### config.mk
export PLATFORM = sky130hd
export DESIGN_NAME = wb_port_arbiter
export DESIGN_NICKNAME = d
export VERILOG_FILES = /design/src/rtl/wb_port_arbiter.sv
export SDC_FILE = /design/constraint.sdc
export NUM_CORES = 1
export LEC_CHECK = 0
export CORE_ASPECT_RATIO = 0.8
export CORE_MARGIN = 2
export CORE_UTILIZATION = 47
export CTS_BUF_LIST = sky130_fd_sc_hd__clkbuf_8
export DETAILED_ROUTE_END_ITERATION = 16
export PLACE_DENSITY = 0.82
export SKIP_CTS_REPAIR_TIMING = 1
export SYNTH_ARGS = -nofsm -noshare
export SYNTH_HDL_FRONTEND = slang
export SYNTH_SLANG_ARGS = --single-unit
### constraint.sdc
create_clock -name clk -period 2.33 [get_ports clk]
set_clock_uncertainty 0.1 [all_clocks]
set_input_delay 0.466 -clock clk [delete_from_list [all_inputs] [get_ports clk]]
set_output_delay 0.466 -clock clk [all_outputs]
set_load 0.005 [all_outputs]
### src/rtl/wb_port_arbiter.sv
// Writeback port arbiter: sequences ALU results and load returns
// onto the single register-file write port; loads always win.
module wb_port_arbiter #(
  parameter int DATA_W = 32,
  parameter int ADDR_W = 5,
  parameter int CNT_W  = 16
) (
  input  logic              clk,
  input  logic              rst,
  input  logic              alu_valid,
  output logic              alu_ready,
  input  logic [DATA_W-1:0] alu_data,
  input  logic [ADDR_W-1:0] alu_rd,
  input  logic              mem_valid,
  input  logic [DATA_W-1:0] mem_data,
  input  logic [ADDR_W-1:0] mem_rd,
  output logic              wb_en,
  output logic              wb_sel,
  output logic [DATA_W-1:0] wb_res,
  output logic [DATA_W-1:0] wb_mem,
  output logic [ADDR_W-1:0] wb_rd,
  output logic [CNT_W-1:0]  stall_cnt
);

  typedef enum logic {
    EMPTY = 1'b0,
    FULL  = 1'b1
  } state_t;

  state_t              state_q, state_d;
  logic [DATA_W-1:0]   hold_data_q, hold_data_d;
  logic [ADDR_W-1:0]   hold_rd_q, hold_rd_d;
  logic                wb_en_q, wb_en_d;
  logic                wb_sel_q, wb_sel_d;
  logic [DATA_W-1:0]   wb_res_q, wb_res_d;
  logic [DATA_W-1:0]   wb_mem_q, wb_mem_d;
  logic [ADDR_W-1:0]   wb_rd_q, wb_rd_d;
  logic [CNT_W-1:0]    stall_q, stall_d;

  logic                alu_acc;
  logic                stall_now;

  assign alu_ready = !rst && (state_q == EMPTY);
  assign alu_acc   = alu_valid && alu_ready;
  assign stall_now = alu_valid && !alu_ready && !rst;

  always_comb begin
    state_d     = state_q;
    hold_data_d = hold_data_q;
    hold_rd_d   = hold_rd_q;
    wb_en_d     = 1'b0;
    wb_sel_d    = wb_sel_q;
    wb_res_d    = wb_res_q;
    wb_mem_d    = wb_mem_q;
    wb_rd_d     = wb_rd_q;
    unique case (state_q)
      EMPTY: begin
        if (mem_valid) begin
          wb_en_d  = (mem_rd != '0);
          wb_sel_d = 1'b1;
          wb_mem_d = mem_data;
          wb_rd_d  = mem_rd;
          if (alu_acc) begin
            hold_data_d = alu_data;
            hold_rd_d   = alu_rd;
            state_d     = FULL;
          end
        end else if (alu_acc) begin
          wb_en_d  = (alu_rd != '0);
          wb_sel_d = 1'b0;
          wb_res_d = alu_data;
          wb_rd_d  = alu_rd;
        end
      end
      FULL: begin
        if (mem_valid) begin
          wb_en_d  = (mem_rd != '0);
          wb_sel_d = 1'b1;
          wb_mem_d = mem_data;
          wb_rd_d  = mem_rd;
        end else begin
          wb_en_d  = (hold_rd_q != '0);
          wb_sel_d = 1'b0;
          wb_res_d = hold_data_q;
          wb_rd_d  = hold_rd_q;
          state_d  = EMPTY;
        end
      end
      default: state_d = EMPTY;
    endcase
  end

  // Stall counter sticks at all-ones once reached.
  always_comb begin
    stall_d = stall_q;
    if (stall_now && (stall_q != {CNT_W{1'b1}})) begin
      stall_d = stall_q + 1'b1;
    end
  end

  always_ff @(posedge clk) begin
    if (rst) begin
      state_q     <= EMPTY;
      hold_data_q <= '0;
      hold_rd_q   <= '0;
      wb_en_q     <= 1'b0;
      wb_sel_q    <= 1'b0;
      wb_res_q    <= '0;
      wb_mem_q    <= '0;
      wb_rd_q     <= '0;
      stall_q     <= '0;
    end else begin
      state_q     <= state_d;
      hold_data_q <= hold_data_d;
      hold_rd_q   <= hold_rd_d;
      wb_en_q     <= wb_en_d;
      wb_sel_q    <= wb_sel_d;
      wb_res_q    <= wb_res_d;
      wb_mem_q    <= wb_mem_d;
      wb_rd_q     <= wb_rd_d;
      stall_q     <= stall_d;
    end
  end

  assign wb_en     = wb_en_q;
  assign wb_sel    = wb_sel_q;
  assign wb_res    = wb_res_q;
  assign wb_mem    = wb_mem_q;
  assign wb_rd     = wb_rd_q;
  assign stall_cnt = stall_q;

endmodule
==> metrics.csv <==
metric,value,unit
post-synthesis sequential area ratio,49.59,%
Synth async-reset ratio,0,%
Crit-path slowest cell,clkdlybuf4s50_1,
DRT antenna net count,0,
Mean Syn Cell Area,9.092,sq um
dominant cell type by area after synthesis,dfxtp_1,
Tot Pwr,5.090,mW
Sequential Power Share,45.5,%
total CTS buffers,17,
diodes inserted,0,
switch share,23.29,%
Hold WC Path Type,in -> reg,
synth warn,0,
DP HPWL,9365,um
Worst Path Arrival,1.48,ns
Ports,166,
Initial Util,48.69,%
CP Capture Type,output port,
vias,4617,
Slew HR,65.01,%
f_max,489.0,MHz
critical-path cell list,nor2_1 -> clkdlybuf4s50_1,
Yosys reg bits,125,
static leakage,2.700,nW
status,"finished, final reports clean",
CTS Buffer Depth,2,
"CP delay by family, top",buffers and inverters,
initial drt markers,388,
DR pass1 iterations,5,
Fin Hold WS,0.2235,ns
H-tree depth,4,
drt total wl,13410,um
Tot GR Track Use,23.73,%
Die W,119.8,um
Yosys top cell area share,49.59,%
total gr overflow,0,
"Hold Violations, Final",0,
Placer Congestion,0.8574,
final setup fails,0,
dominant cells by area after synthesis,"dfxtp_1 50%, mux2i_1 13%, nand2_1 6.2%",
root buf cell,clkbuf_8,
Peak VDD IR,0.5238,mV
Clock transition at path regs,0.07,ns
final net count,791,
Mapped Nets,634,
top_reg_cell synth,dfxtp_1,
Tcrit/Tclk final,87.77,%
CP startpoint kind,register,
"count leader, synth",dfxtp_1,
Syn Std Cell Area,5046,sq um
pre-CTS setup slack,0.002495,ns
pin count of the biggest net entering global routing,75,
Top Layer Used,met4,
Post-Synthesis Cells,555,
Setup CP Type,reg -> out,
Worst-Skew Late Latency,0.43,ns
Bufs and invs on worst path,1,
port bufs,165,
layout cell share with drive strength beyond 1,8.138,%
Fin Setup TNS,0,ns
Netlist cell types,41,
vias per cell,5.338,
core area,10360,sq um
Clk pwr share,41.8,%
Synth top cells by count,"125 x dfxtp_1, 83 x nand2_1, 72 x nor2_1",
die height,96.68,um
wire per inst,15.50,um
"slowest stage delay, CP",0.55,ns
metal2 WL,5958,um
Comb pwr share,12.8,%
number of synthesized flops with an enable pin,0,
Tightest Pin Transition,0.5249,ns
critical-path maximum fanout,7,
Final Util,70.17,%
drt drc,0,
FP Rows,33,
first-pass GRT wire length,22080,um
max-slew violations,0,
Power Dens Cells,700.0,nW/um^2
met3 WL post-DR,1251,um
DIE AREA,11590,sq um
initial antenna violation count,0,
number of global-route vias before repair,4495,
area grow syn2layout,44.11,%
Setup WS post-layout,0.2849,ns
Tmin final,2.045,ns
CP Data Required Time,1.76,ns
CTS Sinks,125,
Net Sw Power,1.186,mW
unrepaired setup endpoints after global routing,false,
Pint,3.904,mW
Metal-1 WL,5913,um
TritonCTS clock tree,done,
max-cap violation count,0,
[area by class of cell]
cell class	instances	area, sq um
clock buffer	21	289.0
clock inverter	11	163.9
fill	786	3092
inverter	4	15.01
multi-input combinational	386	2349
sequential	125	2504
tap	140	175.2
timing repair buffer	178	1777
[power groups by stage]
stage | clock network [mW] | registers [mW] | logic (mW)
after global routing | 2.26 | 2.33 | 0.708
after detailed placement | 0 | 2.36 | 0.648
after floorplan | 0 | 2.36 | 0.272
final | 2.13 | 2.32 | 0.649
after CTS | 2.16 | 2.32 | 0.653
after global placement | 0 | 2.36 | 0.629
[flip-flops by register name (all words and copies together) (netlist names)]
| name | count |
|---|---|
| wb_en | 1 |
| wb_mem | 32 |
| hold_data_q | 32 |
| wb_rd | 5 |
| wb_res | 32 |
| hold_rd_q | 5 |
| state_q | 1 |
| stall_cnt | 16 |
| wb_sel | 1 |
[placed cells by master, fill, tap and decap left out, drive strengths merged, types with 6 or more instances in the layout]
master	instances
clkdlybuf4s50	163
clkbuf	21
dfxtp	125
a211oi	34
a21oi	14
or3	6
mux2i	65
o211ai	6
nand3	6
nand4	8
nor3	6
nor2	72
buf	15
nand2	83
o21ai	44
[worst paths after layout]
check,from,endpoint,slack [ns],cells after the start
setup reg to reg,stall_cnt[0],stall_cnt[15],0.33,5
hold / removal,rst,stall_cnt[13],0.22,2
hold reg to reg,hold_data_q[30],hold_data_q[30],0.36,2
setup / recovery,state_q,alu_ready,0.28,2
[metrics by stage]
| stage | cell area (sq um) | cells |
|---|---|---|
| 2_1_floorplan | 5046 | 555 |
| 3_3_place_gp | 6819 | 833 |
| 3_5_place_dp | 6819 | 833 |
| 4_1_cts | 7272 | 865 |
| 5_1_grt | 7272 | 865 |
| 6_report | 7272 | 865 |
[cells by family (layout without fill, tap and decap cells)]
| group | Yosys count | after routing | share of synthesized area [%] |
|---|---|---|---|
| adder cells (fa/ha/maj) | 1 | 1 | 0.2479 |
| buffers and inverters | 44 | 214 | 4.116 |
| flip-flops | 125 | 125 | 49.59 |
| AND/OR/NAND/NOR | 203 | 203 | 18.05 |
| multiplexers | 70 | 70 | 14.01 |
| AO/OA/AOI/OAI | 112 | 112 | 13.98 |
[layer usage]
| metal | track usage, % | vias up |
|---|---|---|
| met5 | 0 | - |
| met4 | 9.502 | 0 |
| met3 | 9.552 | 22 |
| met2 | 37.01 | 189 |
| met1 | 29.26 | 2136 |
| li1 | - | 2270 |
No activity file was read; power rests on OpenSTA's default activity.
==> variant (same flow settings) <==
The parameter `DATA_W` goes from 32 to 48.
--- a/src/rtl/wb_port_arbiter.sv
+++ b/src/rtl/wb_port_arbiter.sv
@@ -2,5 +2,5 @@
 // onto the single register-file write port; loads always win.
 module wb_port_arbiter #(
-  parameter int DATA_W = 32,
+  parameter int DATA_W = 48,
   parameter int ADDR_W = 5,
   parameter int CNT_W  = 16
Interface: changed (resized alu_data, mem_data, wb_mem and wb_res); port bits go from 166 to 230. No check against the original RTL was run, so the function may have changed too.
==> variant against the unedited design <==
  * Area after synthesis rose by 36%
  * Combinational power rose by 41%
  * Clock power fell by 4%
  * Worst hold slack improved by 58 ps
  * Fmax fell by 2.5%
  * Wire length rose by 34%
  * Sequential cell count rose by 48
  * Power rose by 21%
  * Worst setup slack got worse by 52 ps
  * Critical path depth fell by 1
  * Cell area rose by 33%
  * First-iteration DRC count fell by 11%
==> variant: results <==
export IMPL_synth_ff_type="dfxtp_1"
export IMPL_antenna_found_initial=0
export IMPL_globalRouteMet2Util=0.3658
export IMPL_p_leak_nw=3.620
export IMPL_post_place_cells=1111
export IMPL_startpoint="stall_cnt[4]$_SDFFE_PP0P_"
export IMPL_status="complete, no violations"
export IMPL_p_clk_frac=0.332
export IMPL_num_vias=5859
export IMPL_cp_max_fo=8
export IMPL_met1_usage=0.3140
export IMPL_numCtsBuffers=17
export IMPL_total_power_w=0.006171
export IMPL_arrival_ps=1530
export IMPL_ys_warn_count=0
export IMPL_multiInputGateArea_mm2=0.003120
export IMPL_placed_area_mm2=0.009269
export IMPL_firstDrtPassIters=4
export IMPL_use_met3=0.06022
export IMPL_clk_pin_slew_ps=80
export IMPL_dr_wl_met2_mm=8.402
export IMPL_power_internal_w=0.004651
export IMPL_worstSkewPairLatency_ps=440
export IMPL_synth_common_cells="dfxtp_1, nand2_1, mux2i_1, nor2_1, o21ai_0"
export IMPL_p_seq_w=0.00321
export IMPL_syn_num_nets=850
export IMPL_max_stage_delay_ps=590
export IMPL_portBuffers=229
export IMPL_max_slew_margin=0.4399
export IMPL_synthArstFlopShare=0
export IMPL_met1_length_mm=8.553
export IMPL_htree_levels=4
export IMPL_met3_length_um=845
export IMPL_grt_pass1_wl_mm=28.86
export IMPL_grt_max_degree=77
export IMPL_wl_mm=17.99
export IMPL_antenna_cells=0
export IMPL_fin_nets=1057
export IMPL_ys_seq_area_frac=0.5058
export IMPL_avgSynthCellArea_um2=9.265
export IMPL_dp_hpwl_mm=12.31
export IMPL_pre_cts_slack_ps=48.24
export IMPL_clock_path_buffers=2
export IMPL_num_fill_cells=1160
export IMPL_max_vdd_ir_drop_uv=509.3
export IMPL_hold_path_class="input port to flip-flop"
export IMPL_drt_iter0_markers=347
export IMPL_grt_pass1_vias=5587
export IMPL_cpMaxStageDelayCell="clkdlybuf4s50_1"
export IMPL_crit_family="buffers and inverters"
export IMPL_wl_per_cell_um=15.74
export IMPL_drive_above_1_share=0.05631
export IMPL_synth_area_leaders="dfxtp_1, mux2i_1, nand2_1"
export IMPL_grt_usage=0.2303
export IMPL_yosysUniqueCellTypes=42
export IMPL_r2r_start="state_q$_SDFF_PP0_"
export IMPL_gp_congestion=0.8251
## variant: layout make-up
cell class | count | share of cell area
Multi-Input combinational cell | 507 | 0.3232
Tap cell | 184 | 0.02384
Timing Repair Buffer | 242 | 0.2519
Clock buffer | 19 | 0.02708
Clock inverter | 13 | 0.01296
Inverter | 5 | 0.001944
Sequential cell | 173 | 0.3591
## variant: logic make-up (layout without fill, tap and decap cells)
group	Yosys count	count (layout)	share of synthesized area
buffers and inverters	59	279	0.04039
AND/OR/NAND/NOR	258	258	0.1605
adder cells (fa/ha/maj)	1	1	0.001827
multiplexers	108	108	0.1579
AO/OA/AOI/OAI	139	139	0.1323
flip-flops	173	173	0.5058
XOR/XNOR	1	1	0.001279
## variant: path summary, 6_finish.rpt
check	to	slack, ps	cells after the start
setup reg to reg	wb_res[13]$_SDFFE_PP0P_	340	6
hold reg to reg	hold_data_q[44]$_SDFFE_PP0P_	350	2
setup / recovery	stall_cnt[4]	230	1
hold / removal	stall_cnt[3]$_SDFFE_PP0P_	280	2
